[config.mk]
export PLATFORM = sky130hd
export DESIGN_NAME = cache_refill
export DESIGN_NICKNAME = d
export VERILOG_FILES = /design/src/rtl/cache_refill.sv
export SDC_FILE = /design/constraint.sdc
export NUM_CORES = 1
export LEC_CHECK = 0
export CELL_PAD_IN_SITES_DETAIL_PLACEMENT = 1
export CELL_PAD_IN_SITES_GLOBAL_PLACEMENT = 2
export CORE_MARGIN = 1
export CORE_UTILIZATION = 21
export CTS_CLUSTER_SIZE = 8
export DETAILED_ROUTE_END_ITERATION = 7
export GPL_ROUTABILITY_DRIVEN = 0
export HOLD_SLACK_MARGIN = 0.15
export PLACE_DENSITY_LB_ADDON = 0.2
export SYNTH_ARGS = -nofsm -noshare
export SYNTH_HDL_FRONTEND = slang
export SYNTH_SLANG_ARGS = --single-unit
[constraint.sdc]
create_clock -name clk -period 2.3 [get_ports clk]
set_clock_uncertainty 0.1 [all_clocks]
set_input_delay 0.345 -clock clk [delete_from_list [all_inputs] [get_ports clk]]
set_output_delay 0.345 -clock clk [all_outputs]
set_load 0.02 [all_outputs]
[src/rtl/cache_refill.sv]
// cache_refill: read-miss refill controller between a client, cache_ro and an Avalon-MM read master.
// Define CACHE_REFILL_STATS_EN to add saturating hit/miss counters.
module cache_refill #(
   parameter int SIZE_BLOCK = 32,
   parameter int BIT_TOTAL  = 24
) (
   input  logic                  clk,
   input  logic                  rst,
   input  logic                  req_valid,
   output logic                  req_ready,
   input  logic [BIT_TOTAL-1:0]  req_addr,
   output logic                  rsp_valid,
   output logic [SIZE_BLOCK-1:0] rsp_data,
   output logic                  rsp_hit,
   output logic                  c_en,
   output logic                  c_wrt,
   output logic [BIT_TOTAL-1:0]  c_addr,
   output logic [SIZE_BLOCK-1:0] c_data,
   input  logic [SIZE_BLOCK-1:0] c_rdata,
   input  logic                  c_success,
   output logic                  m_read,
   output logic [BIT_TOTAL-1:0]  m_addr,
   input  logic                  m_waitrequest,
   input  logic [SIZE_BLOCK-1:0] m_rdata,
   input  logic                  m_rdatavalid
`ifdef CACHE_REFILL_STATS_EN
   ,
   output logic [31:0]           o_hit_cnt,
   output logic [31:0]           o_miss_cnt
`endif
);
   typedef enum logic [2:0] {IDLE, PROBE, CHECK, MEM_REQ, MEM_WAIT, FILL, RESP} state_t;
   state_t                state;
   logic [BIT_TOTAL-1:0]  addr_q;
   logic [SIZE_BLOCK-1:0] data_q;
   logic                  hit_q;
   always_ff @(posedge clk or posedge rst)
      if (rst) begin
         state  <= IDLE;
         addr_q <= '0;
         data_q <= '0;
         hit_q  <= 1'b0;
      end else
         case (state)
            IDLE:
               if (req_valid) begin
                  addr_q <= req_addr;
                  state  <= PROBE;
               end
            PROBE: state <= CHECK;
            CHECK:
               if (c_success) begin
                  data_q <= c_rdata;
                  hit_q  <= 1'b1;
                  state  <= RESP;
               end else
                  state <= MEM_REQ;
            MEM_REQ: state <= m_waitrequest ? MEM_REQ : MEM_WAIT;
            MEM_WAIT:
               if (m_rdatavalid) begin
                  data_q <= m_rdata;
                  hit_q  <= 1'b0;
                  state  <= FILL;
               end
            FILL:    state <= RESP;
            RESP:    state <= IDLE;
            default: state <= IDLE;
         endcase
   // ready is masked by rst so the client never sees a handshake during reset
   assign req_ready = state == IDLE && !rst;
   assign rsp_valid = state == RESP;
   assign rsp_data  = data_q;
   assign rsp_hit   = hit_q;
   assign c_en      = state == PROBE || state == FILL;
   assign c_wrt     = state == FILL;
   assign c_addr    = addr_q;
   assign c_data    = data_q;
   assign m_read    = state == MEM_REQ;
   assign m_addr    = addr_q;
`ifdef CACHE_REFILL_STATS_EN
   always_ff @(posedge clk or posedge rst)
      if (rst) begin
         o_hit_cnt  <= '0;
         o_miss_cnt <= '0;
      end else if (state == CHECK) begin
         o_hit_cnt  <= (c_success && ~&o_hit_cnt) ? o_hit_cnt + 32'd1 : o_hit_cnt;
         o_miss_cnt <= (!c_success && ~&o_miss_cnt) ? o_miss_cnt + 32'd1 : o_miss_cnt;
      end
`endif
endmodule

==> metrics.txt, run 1 <==
P&R area growth vs syn 70.5%; first-pass GRT wire length 14.6 mm; HPWL Detailed 6.95 mm; clock sinks 60; number of warning messages in the yosys log 0; Post-Synthesis Cell Area 0.00321 sq mm; CP endpoint m_read; IO Pins 212; total wire length 9.06 mm; worst path required time 1860 ps; max-cap violation count 0; Hold Crit Class input port to async pin; reg2reg setup slack 280 ps; Tmin final 2200 ps; placed inst area 0.00515 sq mm; post-synth cell types 21; number of nets in the layout 502; total power 8.38 mW; switching pwr 3.23 mW; register area share after synthesis 46.8%; residual DRC count 14; Net Sw Frac 38.6%; final hold viol count 0; CP startpoint state[2]$_DFFE_PP0P_; leading area contributor after synthesis dfrtp_1; CP endpoint kind primary output; Starting Density 21.8%; commonest non-fill, non-tap cell in the layout clkdlybuf4s50_1; Power Internal 5.14 mW; Syn Area/Cell 13.1 sq um; crit path max fanout 9; Worst path max stage delay 600 ps; synth top area cells dfrtp_1 (47%), mux2_2 (29%), buf_4 (14%); row count 44; Worst R2R End c_data[7]$_DFFE_PP0P_; DR WL/cell 15.2 um; Post-Layout Cell Count 597; initial drt markers 70; violated checks design-rule violations; die area 0.0158 sq mm; Critical Path AT 1750 ps; Final ANT Viol Nets 0; Pwr Density 1530 mW/mm^2; worst rel slew slack 78.1%; I/O Buffers 211; Worst path slowest cell clkdlybuf4s50_1; crit path cell chain nor2b_1, and2_1, clkdlybuf4s50_1; latest clock arrival within the worst-skew pair 320 ps; Peak VDD IR 0.600 mV; vias in the first global route 2663; Clk pwr share 16.1%; fmax 455 MHz; total CTS buffers 9; commonest cells after routing, fill and taps aside clkdlybuf4s50_1 (211), mux2_2 (83), dfrtp_1 (58); Clock Path Buffers 2; RR Startpoint state[1]$_DFFE_PP0P_; TritonCTS clock tree yes; critical path startpoint category flip-flop; final setup violation count 0; critical path class flip-flop to primary output; Die Ht 126 um; vias per cell 4.12; setup TNS 0 ps; diode count 0; Reg power frac 25.1%; clock-pin slew on the worst setup and hold paths 50 ps; RSZ-0062 raised after global routing false; die width 126 um; total congestion overflow 0; period utilization 95.6%; H-Tree Depth 3; Final Max Tran Viols 0; worst hold slack 308 ps; Pre-Repair DR Iteration Count 6; Worst-Margin Slew 328 ps; area share of the largest cell type after synthesis 46.8%; largest net degree at the start of global routing 38; synthesized netlist cell count 244; antenna violations before repair 0; FF+latch count, synth 60; outcome finished with violations; placed cells 580; Total GRT Usage 12.1%; total number of vias 2458; core area 0.0147 sq mm; Final Cell Area 0.00547 sq mm; Reg2Reg Depth 5; CTS root buf clkbuf_16; syn_nets 338; layout cell share with drive strength beyond 1 27.6%; Leakage 2.12 nW; combinational power share 58.8%
sequential cells by signal, summed over array words and instances (netlist names):
signal and cells:
c_addr 24, state 3, c_data 32, rsp_hit 1
power groups by stage:
stage | clock [mW] | sequential (mW) | combinational [mW]
global route | 1.45 | 2.22 | 5.18
finish | 1.35 | 2.10 | 4.92
CTS | 1.42 | 2.15 | 4.96
detailed placement | 0 | 2.15 | 4.94
global placement | 0 | 2.13 | 4.91
floorplan | 0 | 2.64 | 2.57
worst min path at each step:
| stage | slack, ps | to | depth (start not counted) | start |
|---|---|---|---|---|
| floorplan | 370 | state[0]$_DFFE_PP0P_ | 1 | m_waitrequest |
| global placement | 410 | c_addr[17]$_DFFE_PP0P_ | 1 | c_addr[17]$_DFFE_PP0P_ |
| detailed placement | 420 | c_addr[17]$_DFFE_PP0P_ | 1 | c_addr[17]$_DFFE_PP0P_ |
| CTS | 310 | c_data[29]$_DFFE_PP0P_ | 3 | rst |
| global route | 350 | c_data[29]$_DFFE_PP0P_ | 3 | rst |
| finish | 310 | state[2]$_DFFE_PP0P_ | 3 | rst |
synth_stat cells, drive strengths merged:
master	count
nor4b	1
o21ai	7
and2	2
nor3b	2
inv	2
mux2	89
nor4	1
nor2b	4
dfrtp	60
a21oi	1
nand2	3
nand3b	2
buf	65
o2bb2ai	1
nor2	1
o21a	1
clkbuf	2
routing by layer:
metal	vias up	GRT usage [%]	part of all wire, %
met3	11	4.32	9.8
met5	-	0	0
met1	1210	14.3	40
li1	1116	-	-
met4	0	5.95	2.2
met2	121	19.4	48
cell families (layout without fill, tap and decap cells):
logic type             Yosys count  after routing  synth area share [%]
muxes                           89             89                  31.3
buffers and inverters           69            238                  16.2
DFF                             60             60                  46.8
and+or+nand+nor                 16             16                  3.86
AOI/OAI and AO/OA               10             10                  1.87
final cells by class:
cell class	instances	area [sq um]
sequential	60	1500
fill	1592	9230
timing repair buffer	220	2230
inverter	2	7.51
tap	184	230
clock inverter	6	63.8
multi-input combinational	115	1190
clock buffer	10	239
per-stage QoR:
stage	utilization [%]	setup slack, ps
global placement	35.1	227
finish	37.2	101
CTS	37.1	16.7
global route	37.2	0.962
floorplan	-	370
detailed placement	35.1	240
critical path: cells and delay by family, from the launching register on:
kind          cells  cell delay, ps
simple gates      2             340
flops             1             490
buf+inv           1             600
timing repair:
action                                  in CTS  in global routing
buffers inserted                             0                  1
endpoints found under the setup margin       3                  2
hold buffers                                 0                  0
gates resized for setup                      1                  1
(Power assumes the default switching activity.)
==> inputs of run 2 (changes only) <==
Settings changed: CTS_CLUSTER_SIZE 8 to 28.
==> results of run 2 <==
The final DEF is identical to that of run 1; final timing and power are the same.
==> inputs of run 3 (changes only) <==
Settings changed: CORE_UTILIZATION 21 to 22, CTS_BUF_LIST set to sky130_fd_sc_hd__clkbuf_2 sky130_fd_sc_hd__clkbuf_4 sky130_fd_sc_hd__clkbuf_8, CTS_CLUSTER_SIZE 28 to unset.
Clock period 2.3 ns to 2.2 ns, I/O delays scaled along.
==> metrics.txt, run 3 (synthesis gave the netlist of run 1 again) <==
RR Startpoint state[1]$_DFFE_PP0P_; Total GRT Usage 12.2% (+0.090 points); clock-pin slew on the worst setup and hold paths 70 ps (+20 ps); clock sinks 60 (unchanged); I/O Buffers 211 (unchanged); fill cell total of the finished layout 1503 (-5.6%); initial drt markers 36 (-49%); DR WL/cell 15.1 um (-0.14%); Final Cell Area 0.00533 sq mm (-2.5%); RSZ-0062 raised after global routing false; final hold viol count 0 (unchanged); HPWL Detailed 6.52 mm (-6.2%); dpl ws 126 ps (-115 ps); layout cell share with drive strength beyond 1 26.8% (-0.77 points); Final ANT Viol Nets 0 (unchanged); Pre-Repair DR Iteration Count 4 (-2); Leakage 2.08 nW (-2.2%); TritonCTS clock tree yes; placed inst area 0.00513 sq mm (-0.39%); critical path class flip-flop to primary output; Critical Path AT 1620 ps (-130 ps); commonest cells after routing, fill and taps aside clkdlybuf4s50_1 (207), mux2_2 (83), dfrtp_1 (59); total wire length 8.94 mm (-1.3%); Die Ht 123 um (-2.3%); critical path startpoint category flip-flop; final setup violation count 0 (unchanged); vias per cell 4.16 (+1.0%); multi-input logic area 0.00119 sq mm (unchanged); largest net degree at the start of global routing 61 (+61%); total congestion overflow 0 (unchanged); Starting Density 22.8% (+1.0 points); Peak VDD IR 0.640 mV (+6.6%); # Post-CTS Setup Buffers 0 (unchanged); first-pass GRT wire length 13.6 mm (-7.1%); fmax 488 MHz; number of nets in the layout 499 (-0.60%); diode count 0 (unchanged); H-Tree Depth 3 (unchanged); CTS root buf clkbuf_8; period utilization 93.2%; max FFs per register 32 (unchanged); Tmin final 2050 ps; Final Max Tran Viols 0 (unchanged); setup TNS 0 ps (unchanged); max-cap violation count 0 (unchanged); total number of vias 2454 (-0.16%); worst path required time 1770 ps (-90 ps); Clock Path Buffers 2 (unchanged); commonest non-fill, non-tap cell in the layout clkdlybuf4s50_1; Worst-Margin Slew 370 ps (+42.1 ps); Finished Core Util 38.0% (+0.78 points); outcome completed; CP startpoint state[0]$_DFFE_PP0P_; vias in the first global route 2536 (-4.8%); IO Pins 212 (unchanged); Pwr Density 1560 mW/mm^2 (+1.7%); crit path max fanout 13 (+4); core area 0.0140 sq mm (-4.5%); CP endpoint kind primary output; die area 0.0151 sq mm (-4.5%); residual DRC count 0 (-14); row count 43 (-2.3%); area occupied by registers 0.00150 sq mm (about the same); final worst slack 150 ps (+48.9 ps); P&R area growth vs syn 66.3%; Hold Crit Class input port to async pin; latest clock arrival within the worst-skew pair 350 ps (+30 ps); total CTS buffers 9 (unchanged); die width 123 um (-2.3%); antenna violations before repair 0 (unchanged); worst rel slew slack 75.3% (-2.8 points)
[run 3: cell type report]
type / count / share of cell area (%)
timing repair buffer: 217 / 41.3
inverter: 2 / 0.141
tap: 180 / 4.22
clock buffer: 10 / 2.58
clock inverter: 6 / 1.20
multi-input combinational: 115 / 22.4
sequential: 60 / 28.2
[run 3: path summary, 6_finish.rpt]
path                       cells after the start                      to  slack, ps
max reg2reg                                    5   c_data[0]$_DFFE_PP0P_        260
min reg2reg                                    1   c_data[4]$_DFFE_PP0P_        440
min                                            3    state[0]$_DFFE_PP0P_        270
max                                            2               rsp_valid        150
max in group asynchronous                      3  c_data[14]$_DFFE_PP0P_       1400
min in group clk                               1   c_data[4]$_DFFE_PP0P_        440
[run 3: critical path, cell delays in order, from the launching register on]
cell	delay, ps
dfrtp_2	520
nor2_1	140
clkdlybuf4s50_1	600
[run 3: what timing repair did]
action | 4_1_cts | 5_1_grt
hold buffers | 0 | 0
gates resized for setup | 5 | 0
endpoints found under the setup margin | 4 | 0
[run 3: per-layer routing]
layer  global-route usage (%)  part of all wire [%]  vias to the layer above
li1                         -                     -                     1110
met1                     15.0                    41                     1198
met4                     5.26                   1.5                        0
met2                     18.9                    46                      134
met5                        0                     0                        -
met3                     4.60                    11                       12
[run 3: where the power goes]
part | internal, mW | switching [mW]
logic | 2.77 | 2.34
clock network | 0.551 | 0.472
registers | 1.68 | 0.506
total | 5.00 | 3.31
[run 3: per-stage QoR]
step                      hold slack, ps  std cells  power (mW)
final                                270        590        8.31
after detailed placement             427        574        7.41
after global routing                 321        590        8.82
after global placement               418        574        7.34
after floorplan                      354        244        5.45
after CTS                            298        590        8.48
